===== config.mk =====
export PLATFORM = sky130hd
export DESIGN_NAME = countdown_timer
export DESIGN_NICKNAME = d
export VERILOG_FILES = /design/src/rtl/countdown_timer_pkg.sv /design/src/rtl/countdown_timer_tick_div.sv /design/src/rtl/countdown_timer.sv
export SDC_FILE = /design/constraint.sdc
export NUM_CORES = 1
export LEC_CHECK = 0
export BUFFER_PORTS_ARGS = -buffer_cell sky130_fd_sc_hd__buf_2
export CAP_MARGIN = 20
export CELL_PAD_IN_SITES_DETAIL_PLACEMENT = 1
export CELL_PAD_IN_SITES_GLOBAL_PLACEMENT = 2
export CORE_ASPECT_RATIO = 0.9
export CORE_UTILIZATION = 36
export CTS_BUF_LIST = sky130_fd_sc_hd__clkbuf_16
export DETAILED_ROUTE_END_ITERATION = 8
export GPL_ROUTABILITY_DRIVEN = 0
export GPL_TIMING_DRIVEN = 0
export PLACE_DENSITY_LB_ADDON = 0.2
export SLEW_MARGIN = 10
export SYNTH_ARGS = -nofsm -noshare
export SYNTH_HDL_FRONTEND = slang
export SYNTH_SLANG_ARGS = --single-unit

===== constraint.sdc =====
create_clock -name CLOCK_50 -period 5.6 [get_ports CLOCK_50]
set_input_delay 0.56 -clock CLOCK_50 [delete_from_list [all_inputs] [get_ports CLOCK_50]]
set_output_delay 0.56 -clock CLOCK_50 [all_outputs]
set_load 0.1 [all_outputs]

===== src/rtl/countdown_timer_pkg.sv =====
// Shared types and constants for the countdown timer: FSM states, count limits
// and the active-low 7-segment digit patterns (segment order gfedcba).
package countdown_timer_pkg;

  typedef enum logic [1:0] {IDLE, RUN, PAUSE, DONE} state_t;

  localparam logic [5:0] MAX_SEC = 6'd59;
  localparam logic [6:0] MAX_CS  = 7'd99;

  localparam logic [6:0] SEG_0     = 7'b1000000;
  localparam logic [6:0] SEG_1     = 7'b1111001;
  localparam logic [6:0] SEG_2     = 7'b0100100;
  localparam logic [6:0] SEG_3     = 7'b0110000;
  localparam logic [6:0] SEG_4     = 7'b0011001;
  localparam logic [6:0] SEG_5     = 7'b0010010;
  localparam logic [6:0] SEG_6     = 7'b0000010;
  localparam logic [6:0] SEG_7     = 7'b1111000;
  localparam logic [6:0] SEG_8     = 7'b0000000;
  localparam logic [6:0] SEG_9     = 7'b0010000;
  localparam logic [6:0] SEG_BLANK = 7'b1111111;

  // Anything outside 0..9 shows as blank rather than garbage.
  function automatic logic [6:0] seg7(input logic [6:0] digit);
    case (digit)
      7'd0:    seg7 = SEG_0;
      7'd1:    seg7 = SEG_1;
      7'd2:    seg7 = SEG_2;
      7'd3:    seg7 = SEG_3;
      7'd4:    seg7 = SEG_4;
      7'd5:    seg7 = SEG_5;
      7'd6:    seg7 = SEG_6;
      7'd7:    seg7 = SEG_7;
      7'd8:    seg7 = SEG_8;
      7'd9:    seg7 = SEG_9;
      default: seg7 = SEG_BLANK;
    endcase
  endfunction

endpackage


===== src/rtl/countdown_timer_tick_div.sv =====
// Tick divider: one-cycle strobe every TICK_DIV enabled cycles; clear restarts
// the phase so the first strobe lands exactly TICK_DIV cycles later.
module tick_div #(
  parameter int TICK_DIV = 10
) (
  input  logic CLOCK_50,
  input  logic reset,
  input  logic enable,
  input  logic clear,
  output logic tick
);

  localparam int CW = (TICK_DIV > 1) ? $clog2(TICK_DIV) : 1;
  localparam logic [CW-1:0] LAST = CW'(TICK_DIV - 1);

  logic [CW-1:0] cnt;

  assign tick = enable && (cnt == LAST);

  always_ff @(posedge CLOCK_50) begin
    if (reset || clear) begin
      cnt <= '0;
    end else if (enable) begin
      cnt <= (cnt == LAST) ? '0 : cnt + 1'b1;
    end
  end

endmodule


===== src/rtl/countdown_timer.sv =====
// Seconds/centiseconds countdown timer with 7-segment outputs.
// Optional blinking alarm display is enabled by defining TIMER_ALARM_BLINK_EN.
module countdown_timer
  import countdown_timer_pkg::*;
#(
  parameter int CLK_HZ  = 50_000_000,
  parameter int TICK_HZ = 100
) (
  input  logic       CLOCK_50,
  input  logic       reset,
  input  logic       load,
  input  logic       start_stop,
  input  logic [5:0] preset_sec,
  input  logic [6:0] preset_cs,
  output logic [5:0] sec_out,
  output logic [6:0] cs_out,
  output logic [6:0] HEX0,
  output logic [6:0] HEX1,
  output logic [6:0] HEX2,
  output logic [6:0] HEX3,
  output logic       running,
  output logic       alarm
);

  localparam int TICK_DIV = CLK_HZ / TICK_HZ;

  state_t state;
  logic   tick;
  logic   count_zero;
  logic   div_clear;
  logic   alarm_q;
  logic   blink_on;
  logic   blank;

  assign count_zero = (sec_out == 6'd0) && (cs_out == 7'd0);

  // Restart the divider whenever the FSM is about to enter RUN (load outranks start_stop).
  assign div_clear = start_stop && !load &&
                     (((state == IDLE) && !count_zero) || (state == PAUSE));

  tick_div #(.TICK_DIV(TICK_DIV)) u_tick_div (
    .CLOCK_50 (CLOCK_50),
    .reset    (reset),
    .enable   (state == RUN),
    .clear    (div_clear),
    .tick     (tick)
  );

  always_ff @(posedge CLOCK_50) begin
    if (reset) begin
      state   <= IDLE;
      sec_out <= 6'd0;
      cs_out  <= 7'd0;
      running <= 1'b0;
      alarm_q <= 1'b0;
    end else if (load) begin
      state   <= IDLE;
      sec_out <= (preset_sec > MAX_SEC) ? MAX_SEC : preset_sec;
      cs_out  <= (preset_cs > MAX_CS) ? MAX_CS : preset_cs;
      running <= 1'b0;
      alarm_q <= 1'b0;
    end else begin
      unique case (state)
        IDLE: begin
          if (start_stop && !count_zero) begin
            state   <= RUN;
            running <= 1'b1;
          end
        end
        RUN: begin
          if (start_stop) begin
            state   <= PAUSE;
            running <= 1'b0;
          end else if (tick) begin
            if (cs_out == 7'd0) begin
              cs_out  <= MAX_CS;
              sec_out <= sec_out - 6'd1;
            end else begin
              cs_out  <= cs_out - 7'd1;
            end
            // The tick that lands on 00.00 finishes the countdown.
            if ((sec_out == 6'd0) && (cs_out == 7'd1)) begin
              state   <= DONE;
              running <= 1'b0;
              alarm_q <= 1'b1;
            end
          end
        end
        PAUSE: begin
          if (start_stop) begin
            state   <= RUN;
            running <= 1'b1;
          end
        end
        DONE: begin
          if (start_stop) begin
            state   <= IDLE;
            alarm_q <= 1'b0;
          end
        end
        default: begin
          state   <= IDLE;
          running <= 1'b0;
          alarm_q <= 1'b0;
        end
      endcase
    end
  end

`ifdef TIMER_ALARM_BLINK_EN
  localparam int BLINK_TICKS = (TICK_HZ / 4 > 0) ? TICK_HZ / 4 : 1;

  logic        blink_tick;
  logic [15:0] blink_cnt;

  tick_div #(.TICK_DIV(TICK_DIV)) u_blink_div (
    .CLOCK_50 (CLOCK_50),
    .reset    (reset),
    .enable   (1'b1),
    .clear    (state != DONE),
    .tick     (blink_tick)
  );

  // Phase is held at "on" outside DONE so every expiry starts visibly lit.
  always_ff @(posedge CLOCK_50) begin
    if (reset || (state != DONE)) begin
      blink_cnt <= 16'd0;
      blink_on  <= 1'b1;
    end else if (blink_tick) begin
      if (blink_cnt == 16'(BLINK_TICKS - 1)) begin
        blink_cnt <= 16'd0;
        blink_on  <= ~blink_on;
      end else begin
        blink_cnt <= blink_cnt + 16'd1;
      end
    end
  end
`else
  assign blink_on = 1'b1;
`endif

  assign alarm = alarm_q && blink_on;
  assign blank = alarm_q && !blink_on;

  assign HEX0 = blank ? SEG_BLANK : seg7(cs_out % 7'd10);
  assign HEX1 = blank ? SEG_BLANK : seg7(cs_out / 7'd10);
  assign HEX2 = blank ? SEG_BLANK : seg7({1'b0, sec_out} % 7'd10);
  assign HEX3 = blank ? SEG_BLANK : seg7({1'b0, sec_out} / 7'd10);

endmodule


## After elaboration in Yosys (flattened, before gate mapping)

Memory sizes are Yosys's and may differ from the RTL's.
Index checks and enable logic that the tools add are counted.

- Register bits after elaboration: 36
- ROM bits: 448
- Output and inout bits: 43
- Memories kept: 4

- Equal/unequal tests: 14
- Add/subtract/negate cells: 3
- $lt $le $gt $ge: 2
- Muxes and demuxes: 35
- Reduce and logical (&&, ||, !) cells: 29
- Div/mod/pow operators: 4

Memories:

| memory | words | width | rd ports | clocked after Yosys merged registers in | wr ports | RTL line | source |
|---|---|---|---|---|---|---|---|
| (no name shown) | 16 | 7 | 1 | 0 | 0 | countdown_timer_pkg.sv:24 | `case (digit)` |
| (no name shown) | 16 | 7 | 1 | 0 | 0 | countdown_timer_pkg.sv:24 |  |
| (no name shown) | 16 | 7 | 1 | 0 | 0 | countdown_timer_pkg.sv:24 |  |
| (no name shown) | 16 | 7 | 1 | 0 | 0 | countdown_timer_pkg.sv:24 |  |

Operators by type and width:

| cell | count |
|---|---|
| $mux W7 | 10 |
| $mux W6 | 6 |
| $add A19 B1 Y19 const B | 1 |
| $eq A19 B19 Y1 const B | 1 |
| $mux W19 | 1 |
| $reduce_and A5 Y1 | 3 |
| $logic_not A3 Y1 | 4 |
| $mux W2 | 6 |
| $ne A2 B2 Y1 const B | 6 |
| $mux W1 | 9 |
| $pmux W2 S4 | 1 |
| $reduce_bool A2 Y1 | 4 |
| $div A6 B4 Y7 const B | 1 |
| $div A7 B4 Y7 const B | 1 |
| $eq A7 B1 Y1 const B | 1 |
| $gt A7 B7 Y1 const B | 1 |
| $logic_and A1 B1 Y1 | 7 |
| $logic_not A7 Y1 | 1 |
| $mod A6 B4 Y7 const B | 1 |
| $mod A7 B4 Y7 const B | 1 |
| $sub A7 B1 Y7 const B | 1 |
| $gt A6 B6 Y1 const B | 1 |
| $logic_not A6 Y1 | 1 |
| $ne A3 B3 Y1 const B | 2 |
| other kinds (13) | 16 |

## Longest topological paths before layout

Gate-level depths: netlist (run 1).

- Depth after elaboration: 7
- Gate-level depth with buffers: 13

## Hierarchy

Synthesis (run 1) repeated with hierarchy kept, for this count alone.

- Cells, all modules: 482
- Area, all modules: 3643.5 sq um

Modules (own cells, without submodules):

| module | area each (sq um) | sequential area each (sq um) | cells an instance | times used |
|---|---|---|---|---|
| countdown_timer | 2726.4 | 340.3 | 379 | 1 |
| tick_div | 917.1 | 380.4 | 103 | 1 |

## Worst setup path before layout (run 1)

OpenSTA, ideal clock, no wires.

- Path kind: register to output
- From: register sec_out[2]
- To: output HEX2[4]
- Path buffers: 1
- Data required time: 5.040 ns
- Slack: -0.657 ns
- Data arrival time: 5.697 ns
- Stages on the path, launching flop included: 13
- Cells stage by stage: dfxtp_1 -> and2b_4 -> a21o_1 -> a222oi_1 -> ha_1 -> clkbuf_1 -> a21boi_0 -> nor4_1 -> a2111oi_4 -> inv_1 -> ha_1 -> and2_1 -> o311ai_1

- Cells in the longest elaborated chain, start to end: 3
- Elaborated cells on any way between the ends: 4

RTL lines:

| item | RTL line | source |
|---|---|---|
| from (decl) | countdown_timer.sv:15 | `output logic [5:0] sec_out,` |
| from (signal assigned) | countdown_timer.sv:58 | `sec_out <= (preset_sec > MAX_SEC) ? MAX_SEC : preset_sec;` |
| from (signal assigned) | countdown_timer.sv:77 | `sec_out <= sec_out - 6'd1;` |
| $mod A6 B4 Y7 (*) | countdown_timer.sv:147 | `assign HEX2 = blank ? SEG_BLANK : seg7({1'b0, sec_out} % 7'd10);` |
| $mem_v2 Z16 W7 or $logic_not A3 Y1 (tied branches) | - |  |
| $mux W7 (*) | countdown_timer_pkg.sv:24 |  |
| to (decl) | countdown_timer.sv:19 | `output logic [6:0] HEX2,` |

Mark *: on every way between the ends. The rest lies on a longest branch, timed or not.

## Worst setup path in the final report (run 1)

- From: register sec_out[5]
- To: output HEX2[4]

The elaborated chain is that of the path after synthesis.

==> results.json, run 1 <==
{
  "status": "finished, final reports clean",
  "cts_tree": "done",
  "die-area_um2": 11000,
  "synth_async_sr_flop_share_pct": 0,
  "die_width_um": 111,
  "routed_length_per_placed_instance_um": 16.4,
  "synth.yosys.seq_area_share_pct": 18.9,
  "reg2reg_to": "sec_out[1]$_SDFFE_PP0P_",
  "synthesis.area_um2": 3820,
  "synth-main-ff-cell": "dfxtp_1",
  "core_area_um2": 10300,
  "layout_commonest_cell": "buf_2",
  "clkPwrFrac_pct": 18.4,
  "die_y_extent_um": 99.8,
  "fin_setup_tns_ps": 0,
  "power_switching_mw": 1.03,
  "grt.overflow.total": 0,
  "cts_setup_buffers": 0,
  "num_antenna_cells": 0,
  "cellLeakagePower_nw": 1.80,
  "worstHoldPathType": "reg -> reg",
  "min_delay_path_depth": 2,
  "h_tree_levels": 2,
  "worst_setup_path_start_kind": "register",
  "detailed_place_hpwl_um": 9100,
  "via_per_inst": 5.65,
  "clk_buf_depth": 2,
  "finalNetCount": 624,
  "layout.filler_cells": 1314,
  "clk-insertion-delay-late_ps": 290,
  "worstPathArrival_ps": 4390,
  "drive_above_1_share_pct": 18.1,
  "cap_viol_max_count": 0,
  "criticalPathCategory": "reg -> out",
  "worst_slew_margin_rel_pct": 57.5,
  "required_ps": 5040,
  "finalSetupViolCount": 0,
  "register_area_um2": 721,
  "endpoint_kind": "output port",
  "seq_power_share_pct": 16.2,
  "vias": 4002,
  "p_int_mw": 0.716,
  "initial_core_util_pct": 37.1,
  "synth_edf_count": 0,
  "reg2reg_setup_slack_ps": 3140,
  "drt.antenna.violating_nets": 0,
  "floorplan_row_count": 35,
  "cts-root-buf": "clkbuf_16",
  "place.port_buffers": 58,
  "rsz0062_at_grt": "false",
  "holdPathEnd": "running$_SDFFE_PP0P_",
  "min-delay-start": "running$_SDFFE_PP0P_",
  "synthCells": 513,
  "fin_total_pwr_mw": 1.75,
  "netlist-cell-type-count": 80,
  "synthesized_area_divided_by_synthesized_cell_count_um2": 7.45,
  "cts_resized": 0,
  "multi_input_area_um2": 2880,
  "peakVddDrop_v": 0.000341,
  "worst_path_clk_slew_ps": 60,
  "synth_seq_cells": 36,
  "clock-skew-final_ps": 3.70,
  "cts.hold.buffers_added": 0,
  "path_max_fanout": 10,
  "wl_um": 11600,
  "area.growth.synth_to_final_pct": 16.3,
  "layout_min_cycle_time_ps": 4950,
  "power_frac_comb_pct": 65.5,
  "grt_max_degree": 12,
  "sw_frac_of_total_pct": 59.0,
  "design.portCount": 60,
  "drt_first_iter_violations": 272,
  "synth_fp_nets": 559,
  "yosys_warnings": 0,
  "cts_num_sinks": 36,
  "hold_viol": 0,
  "maxClockFrequency_mhz": 202,
  "max_slew_violation_count": 0,
  "global_route.usage.total_pct": 21.1,
  "antenna_found_initial": 0,
  "cells_on_worst_reg2reg_path": 7,
  "first_pass_iteration_count_of_the_detailed_router": 4,
  "clock_buffers_created_by_tritoncts": 5,
  "drc_errors": 0,
  "grt_pass1_wl_um": 19400,
  "layout_common_cells": "62 x buf_2, 57 x nor2_1, 54 x nand2_1",
  "share_of_the_clock_period_used_by_the_worst_path_after_layout_pct": 88.4,
  "power-per-cell-area_nw_per_um2": 393,
  "worst_slew_pin_slew_ps": 634,
  "grt_pass1_vias": 3861,
  "beginning_of_the_worst_register_to_register_path": "state[0]$_SDFFE_PP0P_"
}
-- flip-flops by register name, indices dropped and copies added (netlist names) --
register        count
alarm               1
running             1
cs_out              7
u_tick_div.cnt     19
sec_out             6
state               2
-- worst max-delay path: stages, from the launching register on --
cell and delay, ps:
dfxtp_1 420, clkbuf_1 360, inv_1 120, a222oi_1 490
ha_1 250, clkbuf_1 300, a21boi_0 410, nor4_1 140
a2111oi_4 380, inv_1 160, ha_1 230, and2_1 150
o311ai_2 210, buf_2 470
-- cells in the mapped netlist (4+ instances only) --
cell type	count	area, um^2
a211oi_1	7	52.6
a21o_1	9	67.6
a21oi_1	37	185
a22oi_1	5	37.5
a31oi_1	5	31.3
and2_1	5	31.3
and4_1	8	70.1
buf_2	4	20.0
buf_6	5	56.3
clkbuf_1	13	48.8
dfxtp_1	36	721
ha_1	29	363
inv_1	18	67.6
mux2i_1	5	50.1
nand2_1	54	203
nand2b_1	8	50.1
nand3_1	13	65.1
nand3b_1	5	37.5
nand4_1	6	37.5
nor2_1	57	214
nor2b_1	10	62.6
nor3_1	15	75.1
nor3b_1	5	37.5
o211ai_1	5	37.5
o21ai_0	35	175
o21ai_1	4	20.0
xnor2_1	14	123
xor2_1	12	105
-- routing by layer --
| metal | global-route usage (%) | share of wire, % |
|---|---|---|
| met5 | 0 | 0 |
| met1 | 31.0 | 52 |
| met4 | 3.59 | 0.62 |
| met3 | 3.05 | 4.3 |
| met2 | 33.0 | 43 |
-- per-stage QoR --
stage	area [um^2]	setup WS [ps]	hold slack, ps	cells	utilization, %
2_1_floorplan	3830	221	471	513	-
3_3_place_gp	4280	1110	465	700	41.6
3_5_place_dp	4280	991	467	700	41.6
4_1_cts	4450	663	476	708	43.2
5_1_grt	4450	323	516	708	43.2
6_report	4450	652	467	708	43.2
-- logic make-up (layout without fill, tap and decap cells) --
group	after synthesis	in the layout	synth area share, %
buf+inv	46	112	5.92
fa+ha+maj	30	30	9.79
simple gates	220	220	31.2
xor+xnor	26	26	5.96
mux	6	6	1.60
flops	36	36	18.9
compound gates	149	149	26.7
-- final cells by class --
| type | count | area share (%) |
|---|---|---|
| Multi-Input combinational cell | 431 | 64.8 |
| Sequential cell | 36 | 16.2 |
| Timing Repair Buffer | 58 | 6.53 |
| Tap cell | 129 | 3.63 |
| Buffer | 27 | 3.49 |
| Clock buffer | 5 | 2.81 |
| Inverter | 19 | 1.60 |
| Clock inverter | 3 | 0.873 |
-- power groups by stage --
| stage | combinational [mW] | sequential (mW) | clock [mW] |
|---|---|---|---|
| after floorplan | 0.913 | 0.341 | 0 |
| after global placement | 1.13 | 0.288 | 0 |
| after detailed placement | 1.14 | 0.288 | 0 |
| after CTS | 1.15 | 0.283 | 0.327 |
| after global routing | 1.21 | 0.284 | 0.337 |
| final | 1.14 | 0.282 | 0.321 |
-- worst max-delay path by stage --
stage / from / end / slack [ps] / cells after the start
after global placement: sec_out[5]$_SDFFE_PP0P_ / HEX2[4] / 1110 / 13
after global routing: sec_out[5]$_SDFFE_PP0P_ / HEX2[4] / 320 / 13
after CTS: sec_out[5]$_SDFFE_PP0P_ / HEX2[4] / 660 / 13
final: sec_out[5]$_SDFFE_PP0P_ / HEX2[4] / 650 / 13
after floorplan: cs_out[5]$_SDFFE_PP0P_ / HEX0[6] / 220 / 12
after detailed placement: sec_out[5]$_SDFFE_PP0P_ / HEX2[4] / 990 / 13
Note: power is estimated with default switching activity, not from simulation.
==> inputs of run 2 (changes only) <==
--- a/config.mk
+++ b/config.mk
@@ -5,12 +5,13 @@
 export SDC_FILE = /design/constraint.sdc
 export NUM_CORES = 1
 export LEC_CHECK = 0
+export ABC_AREA = 1
 export BUFFER_PORTS_ARGS = -buffer_cell sky130_fd_sc_hd__buf_2
 export CAP_MARGIN = 20
 export CELL_PAD_IN_SITES_DETAIL_PLACEMENT = 1
 export CELL_PAD_IN_SITES_GLOBAL_PLACEMENT = 2
 export CORE_ASPECT_RATIO = 0.9
-export CORE_UTILIZATION = 36
+export CORE_UTILIZATION = 33
 export CTS_BUF_LIST = sky130_fd_sc_hd__clkbuf_16
 export DETAILED_ROUTE_END_ITERATION = 8
 export GPL_ROUTABILITY_DRIVEN = 0
==> run 2 against run 1 <==
Routed wire length shrank 21%. Clock power shrank 19%. First-iteration DRC count shrank 57%. Critical path type unchanged. Largest cell class unchanged. Worst setup slack gained 510 ps. Fmax grew 11%. Combinational power grew 41%. Core utilization shrank 3.1 points. Clock-buffer cell count is the same. Sequential cell count is the same. Clock skew grew 4.9 ps.
==> results.json, run 2 <==
{
  "rsz0062_at_grt": "false",
  "via_per_inst": 4.95,
  "criticalPathCategory": "reg -> out",
  "worstPathArrival_ps": 3880,
  "share_of_the_clock_period_used_by_the_worst_path_after_layout_pct": 79.3,
  "beginning_of_the_worst_register_to_register_path": "u_tick_div.cnt[0]$_SDFFE_PP0P_",
  "timing.critical_path.from": "cs_out[5]$_SDFFE_PP0P_",
  "cts.hold.buffers_added": 0,
  "endpoint_kind": "output port",
  "reg.largest.list": "u_tick_div.cnt (19), cs_out (7), sec_out (6)",
  "drt.antenna.violating_nets": 0,
  "reg2reg_setup_slack_ps": 3000,
  "yosys_warnings": 0,
  "synth.yosys.seq_area_share_pct": 21.8,
  "drc_errors": 0,
  "synthCells": 492,
  "core_area_um2": 9700,
  "path_max_fanout": 10,
  "power-per-cell-area_nw_per_um2": 554,
  "synthesized_area_divided_by_synthesized_cell_count_um2": 6.71,
  "holdPathEnd": "alarm$_SDFFE_PP0P_",
  "synth_fp_nets": 538,
  "layout_common_cells": "92 x nand2_1, 62 x inv_1, 59 x buf_2",
  "synthesis.area_um2": 3300,
  "hold_viol": 0,
  "peakVddDrop_v": 0.000561,
  "cells_on_worst_reg2reg_path": 14,
  "worst_path_largest_cell_delay_ps": 420,
  "maxClockFrequency_mhz": 225,
  "cts-root-buf": "clkbuf_16",
  "crit_cells": 24,
  "grt_max_degree": 11,
  "design.portCount": 60,
  "num_antenna_cells": 0,
  "die_y_extent_um": 96.9,
  "number_of_flip_flops_under_the_largest_register_name": 19,
  "die-area_um2": 10400,
  "global_route.usage.total_pct": 18.5,
  "synth.top_cell.area_share_pct": 21.8,
  "required_ps": 5040,
  "first_pass_iteration_count_of_the_detailed_router": 4,
  "finalSetupViolCount": 0,
  "timing.critical_path.cells": "inv_1, nand2_1, nand2_2, nand2_2, nand2_4, nand2_1, nand2_1, inv_2, nand2_2, nand2_2, nand2_1, nand2_1, inv_2, ha_1, inv_1, nand3_2, nand3_2, nand2_2, nand2_2, inv_1, ha_1, or2_1, nand2_1, buf_2",
  "yosys-top-cells-area": "dfxtp_1 22%, ha_1 11%, nand2_1 10%",
  "clock_buffers_created_by_tritoncts": 5,
  "status": "finished, final reports clean",
  "min_delay_path_depth": 2,
  "largest_delay_contributor_family_on_the_critical_path": "simple AND/OR/NAND/NOR gates",
  "layout_min_cycle_time_ps": 4440,
  "cellLeakagePower_nw": 1.83,
  "netlist-cell-type-count": 46,
  "wl_um": 9150,
  "synth-main-ff-cell": "dfxtp_1",
  "worst_slew_margin_rel_pct": 59.1,
  "critPathBufInv": 6,
  "yosys.area.top_type": "dfxtp_1",
  "grt_pass1_wl_um": 15900,
  "fin_total_pwr_mw": 2.16,
  "fin_setup_tns_ps": 0,
  "min-delay-start": "alarm$_SDFFE_PP0P_",
  "clk-insertion-delay-late_ps": 280,
  "synth_seq_cells": 36,
  "synth_edf_count": 0,
  "worst_setup_path_start_kind": "register",
  "largest_register": "u_tick_div.cnt",
  "routed_length_per_placed_instance_um": 13.4,
  "worst_slew_pin_slew_ps": 607,
  "reg2reg_to": "sec_out[0]$_SDFFE_PP0P_",
  "finalNetCount": 604,
  "layout_commonest_cell": "nand2_1",
  "cts_num_sinks": 36,
  "cts_tree": "done",
  "worstHoldPathType": "reg -> reg",
  "worst_path_clk_slew_ps": 60,
  "grt.overflow.total": 0,
  "cap_viol_max_count": 0,
  "drt_first_iter_violations": 116,
  "clock-skew-final_ps": 8.64,
  "synth.most_common_cell": "nand2_1",
  "h_tree_levels": 2,
  "floorplan_row_count": 34,
  "initial_core_util_pct": 34.1,
  "synth_async_sr_flop_share_pct": 0,
  "max_slew_violation_count": 0,
  "drive_above_1_share_pct": 21.8,
  "die_width_um": 107,
  "place.port_buffers": 59,
  "vias": 3393,
  "detailed_place_hpwl_um": 7450,
  "cts_setup_buffers": 0,
  "grt_pass1_vias": 3385,
  "area.growth.synth_to_final_pct": 17.8,
  "yosys-top-cells-count": "92 x nand2_1, 60 x inv_1, 53 x nor2_1, 48 x nand3_1, 36 x dfxtp_1",
  "cts_resized": 0,
  "worst_path_max_delay_cell": "dfxtp_1",
  "clk_buf_depth": 2,
  "antenna_found_initial": 0
}
[run 2: metal layers]
metal / GRT usage [%] / wire length (um) / up-vias
li1: - / - / 1773
met1: 25.2 / 4660 / 1586
met2: 30.9 / 4190 / 28
met3: 2.36 / 204 / 6
met4: 4.11 / 89 / 0
met5: 0 / 0 / -
[run 2: how the worst max path moves through the flow]
| stage | to | slack (ps) |
|---|---|---|
| after floorplan | HEX3[3] | 120 |
| after global placement | HEX0[1] | 1560 |
| after detailed placement | HEX0[1] | 1470 |
| after CTS | HEX0[1] | 1150 |
| after global routing | HEX0[1] | 810 |
| final | HEX0[1] | 1160 |
[run 2: kinds of logic after synthesis]
group	Yosys count	share of synthesized area, %
AND/OR/NAND/NOR	254	38.3
AO/OA/AOI/OAI	84	16.1
buffers and inverters	75	8.64
flip-flops	36	21.8
adder cells (fa/ha/maj)	29	11.0
XOR/XNOR	14	4.17
[run 2: final cells by class]
cell class / instances / area, um^2
fillers: 1271 / 5810
clock buffers: 5 / 125
inverters: 71 / 267
plain buffers: 4 / 18.8
clock inverters: 3 / 11.3
flip-flops and latches: 36 / 721
multi-input cells: 381 / 2300
well taps: 126 / 158
repair buffers: 59 / 295
[run 2: worst min-delay path, stage by stage (launching register included)]
cell and delay, ps:
dfxtp_1 300, nand2_1 60, a21oi_1 50
[run 2: per-stage QoR]
| step | cells | area [um^2] | worst slack [ps] | hold slack, ps | utilization, % |
|---|---|---|---|---|---|
| global route | 685 | 3890 | 811 | 501 | 40.1 |
| global placement | 677 | 3760 | 1560 | 454 | 38.7 |
| finish | 685 | 3890 | 1160 | 470 | 40.1 |
| floorplan | 492 | 3300 | 122 | 447 | - |
| CTS | 685 | 3890 | 1150 | 468 | 40.1 |
| detailed placement | 677 | 3760 | 1470 | 460 | 38.7 |
[run 2: power breakdown]
group,switching [mW],internal [mW],leakage (nW)
combinational,1.33,0.278,1.47
sequential,0.0173,0.268,0.294
clock,0.0992,0.160,0.0738
